`src/rtl/tthbif_cfg_rf.sv`:
```
// HBIF configuration register file driven by a byte-oriented UART command protocol.
// Optional WAIT_DATA timeout is built only when TTHBIF_CFG_RF_TIMEOUT_EN is defined.
module tthbif_cfg_rf #(
  parameter int NUM_LANES      = 1,
  parameter int TIMEOUT_CYCLES = 700000
) (
  input  logic                   clk_i,
  input  logic                   rst_i,
  input  logic                   rx_data_valid_i,
  input  logic [7:0]             rx_data_i,
  input  logic                   tx_data_ready_i,
  output logic                   tx_data_valid_o,
  output logic [7:0]             tx_data_o,
  output logic                   lane_en_o,
  output logic [2*NUM_LANES-1:0] comb_tap_sel_o,
  output logic [2*NUM_LANES-1:0] flop_tap_sel_o
);

  if (NUM_LANES < 1 || NUM_LANES > 8 || TIMEOUT_CYCLES < 1) begin : g_param_check
    $error("tthbif_cfg_rf: illegal parameter value");
  end

  typedef enum logic [1:0] {IDLE, WAIT_DATA, SEND} state_t;

  state_t                 state, state_next;
  logic [7:0]             tx_data;
  logic [2:0]             status;
  logic                   lane_en;
  logic [2*NUM_LANES-1:0] comb_sel, flop_sel;
  logic [3:0]             wr_addr;
  logic                   wr_bad;

  logic [3:0]             cmd_addr;
  logic                   lane_hit;
  logic                   cmd_bad;
  logic [7:0]             rd_data;
  logic [2:0]             status_set;
  logic [2:0]             status_clr;
  logic                   wr_en;
  logic                   resp_load;
  logic                   cmd_latch;
  logic                   timeout_hit;

  assign cmd_addr = rx_data_i[3:0];

  // Decode and read mux operate on the incoming command byte.
  always_comb begin
    lane_hit = 1'b0;
    rd_data  = 8'h00;
    for (int n = 0; n < NUM_LANES; n++) begin
      if (cmd_addr == 4'(4 + n)) begin
        lane_hit = 1'b1;
        rd_data  = {4'b0000, flop_sel[2*n +: 2], comb_sel[2*n +: 2]};
      end
    end
    case (cmd_addr)
      4'h0:    rd_data = 8'hB1;
      4'h1:    rd_data = {5'b00000, status};
      4'h2:    rd_data = {7'b0000000, lane_en};
      default: ;
    endcase
    cmd_bad = (rx_data_i[6:4] != 3'b000) || !(cmd_addr <= 4'h2 || lane_hit);
    if (cmd_bad) begin
      rd_data = 8'h00;
    end
  end

`ifdef TTHBIF_CFG_RF_TIMEOUT_EN
  localparam int CW = (TIMEOUT_CYCLES > 1) ? $clog2(TIMEOUT_CYCLES) : 1;
  localparam logic [CW-1:0] CNT_LAST = CW'(TIMEOUT_CYCLES - 1);

  logic [CW-1:0] cnt;

  assign timeout_hit = (state == WAIT_DATA) && (cnt == CNT_LAST);

  always_ff @(posedge clk_i) begin
    if (rst_i || state != WAIT_DATA) begin
      cnt <= '0;
    end else if (cnt != CNT_LAST) begin
      cnt <= cnt + 1'b1;
    end
  end
`else
  assign timeout_hit = 1'b0;
`endif

  always_comb begin
    state_next = state;
    status_set = 3'b000;
    wr_en      = 1'b0;
    resp_load  = 1'b0;
    cmd_latch  = 1'b0;
    case (state)
      IDLE: begin
        if (rx_data_valid_i) begin
          if (rx_data_i[7]) begin
            state_next = WAIT_DATA;
            cmd_latch  = 1'b1;
            // ID is read-only, so a write to it counts as a bad command.
            status_set[2] = cmd_bad || (cmd_addr == 4'h0);
          end else begin
            state_next    = SEND;
            resp_load     = 1'b1;
            status_set[2] = cmd_bad;
          end
        end
      end
      WAIT_DATA: begin
        if (rx_data_valid_i) begin
          state_next = IDLE;
          wr_en      = !wr_bad;
        end else if (timeout_hit) begin
          state_next    = IDLE;
          status_set[1] = 1'b1;
        end
      end
      SEND: begin
        status_set[0] = rx_data_valid_i;
        if (tx_data_ready_i) begin
          state_next = IDLE;
        end
      end
      default: state_next = IDLE;
    endcase
    status_clr = (wr_en && wr_addr == 4'h1) ? rx_data_i[2:0] : 3'b000;
  end

  always_ff @(posedge clk_i) begin
    if (rst_i) begin
      state    <= IDLE;
      tx_data  <= 8'h00;
      status   <= 3'b000;
      lane_en  <= 1'b0;
      comb_sel <= '1;
      flop_sel <= '1;
      wr_addr  <= 4'h0;
      wr_bad   <= 1'b0;
    end else begin
      state  <= state_next;
      // Set events take priority over a simultaneous W1C clear.
      status <= (status & ~status_clr) | status_set;
      if (resp_load) begin
        tx_data <= rd_data;
      end
      if (cmd_latch) begin
        wr_addr <= cmd_addr;
        wr_bad  <= cmd_bad || (cmd_addr == 4'h0);
      end
      if (wr_en && wr_addr == 4'h2) begin
        lane_en <= rx_data_i[0];
      end
      for (int n = 0; n < NUM_LANES; n++) begin
        if (wr_en && wr_addr == 4'(4 + n)) begin
          comb_sel[2*n +: 2] <= rx_data_i[1:0];
          flop_sel[2*n +: 2] <= rx_data_i[3:2];
        end
      end
    end
  end

  assign tx_data_valid_o = (state == SEND);
  assign tx_data_o       = tx_data;
  assign lane_en_o       = lane_en;
  assign comb_tap_sel_o  = comb_sel;
  assign flop_tap_sel_o  = flop_sel;

endmodule

```
`config.mk`:
```
export PLATFORM = sky130hd
export DESIGN_NAME = tthbif_cfg_rf
export DESIGN_NICKNAME = d
export VERILOG_FILES = /design/src/rtl/tthbif_cfg_rf.sv
export SDC_FILE = /design/constraint.sdc
export NUM_CORES = 1
export LEC_CHECK = 0
export ABC_AREA = 1
export BUFFER_PORTS_ARGS = -buffer_cell sky130_fd_sc_hd__clkbuf_2
export CORE_ASPECT_RATIO = 1.2
export CORE_MARGIN = 8
export CORE_UTILIZATION = 50
export DETAILED_ROUTE_END_ITERATION = 7
export HOLD_SLACK_MARGIN = 0.05
export PLACE_DENSITY = 0.77
export SYNTH_ARGS = -nofsm -noshare
export SYNTH_HDL_FRONTEND = slang
export SYNTH_SLANG_ARGS = --single-unit
```
`constraint.sdc`:
```
create_clock -name clk_i -period 1.4 [get_ports clk_i]
set_clock_uncertainty 0.05 [all_clocks]
set_input_delay 0 -clock clk_i [delete_from_list [all_inputs] [get_ports clk_i]]
set_output_delay 0 -clock clk_i [all_outputs]
set_load 0.01 [all_outputs]
```
==> out/qor.txt <==
Hold path depth: 5
Final min period: 1.27 ns
ANT cells: 0
DR pass1 iterations: 4
Final Cell Area: 1220 sq um
CTS Buffer Depth: 2
Pwr Total: 1.08 mW
RSZ-0062 raised after global routing: false
R2r startpoint: state[0]
HPWL after DPL: 1.73 mm
Crit path kind: in2reg
DR DRC count: 0
Num ports: 26
Final ANT Viol Nets: 0
Initial antenna violation count: 0
Area of the multi-input gates: 480 sq um
CP Capture Type: flip-flop
Yosys reg bits: 20
Rows: 17
Worst Path Required: 1.58 ns
DIE WIDTH: 56.2 microns
Ys Warns: 0
Hold slack: 0.0574 ns
Leakage power: 0.597 nW
Clk Latency, worst-skew pair: 0.30 ns
Synth top area share: 0.414
Pwr/cell area: 890 nW/um^2
F_max: 788 MHz
CTS tree: built
Final Cycle Share: 0.906
Layout cells sized above 1: 0.275
First-pass GRT wire length: 3.80 mm
Netlist cell types: 23
Arrival time at the worst endpoint: 1.45 ns
Hold path startpoint: rx_data_i[5]
CP bufs+invs: 2
Clk root buf: clkbuf_4
DP Area: 1090 sq um
Area of the die: 3600 sq um
Post-synth EDFFs: 0
Max Slew Vio Count: 0
Worst-path clk slew: 0.10 ns
Final Hold Fails: 0
Most numerous cell on the critical path: nand2_2
Setup violators final: 0
Crit-path slowest cell: dlygate4sd3_1
Synth area leader: dfxtp_1
Worst-path cell chain: dlygate4sd3_1 -> clkbuf_2 -> nor2_4 -> nand2_2 -> nand2_2 -> nand2_4 -> nor2_8 -> nand2_1 -> a21oi_1
1st-iter DRT viols: 16
Cell depth of the worst flop-to-flop path: 5
CP delay by family, top: buffers and inverters
Sequential share of the synthesized area: 0.414
WL final: 2.33 mm
R2R setup slack: 0.17 ns
Asr flop ratio synth: 0
Vias post-DR: 916
Layout filler cell count: 171
Worst-path fanout max: 5
Hold Crit Endpoint: wr_bad
Worst R2R End: status[0]
Ys flop type: dfxtp_1
Element type at the critical path start: input pin
Routed WL per cell: 13.0 microns
DIE HEIGHT: 64.2 microns
Initial Util: 0.529
Tightest Hold Check Type: in2reg
Max Cap Viol: 0
Fin nets: 173
Syn avg cell area: 7.62 sq um
Peak VDD IR: 0.504 mV
Most frequent cells in the layout: nand2_1, clkbuf_2, dfxtp_1
Status: completed
CTS Buf Count: 3
Grt ovf: 0
Mapped Cells: 127
Total global-route track usage: 0.124
Register area: 400 sq um
Core area: 1830 sq um
H-tree Lvls: 1
Clk sink count: 20
Post-Route Setup TNS: 0 ns
Layout area overhead: 26.0%
Mapped Nets: 139
# port buffers: 24
Largest net degree at the start of global routing: 12
Via/cell ratio: 5.12
Number of global-route vias before repair: 899
Area contributors post-synth: dfxtp_1, nand2_1, a21oi_1
Slowest stage delay, CP: 0.56 ns
Mapped cell area: 967 sq um
Routability cong.: 0.811
layer usage:
layer / track usage / routed length (microns) / vias to the layer above
li1: - / - / 483
met1: 0.114 / 954 / 402
met4: 0.0633 / 46 / 0
met5: 0 / 0 / -
met3: 0.0375 / 134 / 6
met2: 0.238 / 1190 / 25
cells in the mapped netlist (3+ instances only):
master     n
nand2_1   24
o21ai_0   10
nand2_2    3
a21oi_1   12
inv_1     15
buf_4      3
nor2_1     9
o211ai_1   5
nand4_1    5
dfxtp_1   20
flip-flops by register name (all words and copies together) (netlist names):
name	cells
comb_tap_sel_o	2
status	3
state	2
lane_en_o	1
wr_addr	4
flop_tap_sel_o	2
wr_bad	1
tx_data_o	5
cell type report:
type	instances	share of cell area
repair buffers	34	0.179
flip-flops and latches	20	0.329
clock buffers	4	0.0298
multi-input cells	86	0.394
inverters	16	0.0493
well taps	19	0.0195
repair_timing:
| action | CTS | global route |
|---|---|---|
| endpoints found under the hold margin | 17 | 0 |
| resized for setup | 0 | 1 |
| hold buffers | 9 | 0 |
| setup endpoints to repair | 0 | 1 |
| buffers inserted | 0 | 0 |
report_power, final:
group / total (mW) / switching (mW) / leakage (nW) / internal, mW
Clock: 0.330 / 0.172 / 0.0210 / 0.159
Combinational: 0.151 / 0.0905 / 0.413 / 0.0602
Sequential: 0.604 / 0.0157 / 0.163 / 0.588
Total: 1.08 / 0.278 / 0.597 / 0.807
worst min-delay path: stages:
cell and delay (ns):
clkbuf_2 0.07, nor3_1 0.06, nand2_4 0.11, nor3_1 0.06, nor2_1 0.07
worst max-delay path by stage:
stage,start,end,cells past startpoint,slack (ns)
finish,rx_data_i[3],tx_data_o[5],9,0.13
global placement,state[0],status[2],5,0.22
CTS,state[0],status[0],5,0.14
global route,state[0],status[0],5,0.0005
floorplan,state[0],wr_bad,6,0.26
detailed placement,state[0],flop_tap_sel_o[0],5,0.17
stage by stage:
stage	setup WS (ns)	cells	utilization
finish	0.131	179	0.666
floorplan	0.263	127	-
global placement	0.220	166	0.594
CTS	0.139	179	0.663
detailed placement	0.169	166	0.594
global route	0.000527	179	0.666
cell families after synthesis:
kind of cell / share of synthesized area
simple gates: 0.316
compound gates: 0.171
other cells: 0.00388
buf+inv: 0.0957
flops: 0.414
(Power assumes the default switching activity.)
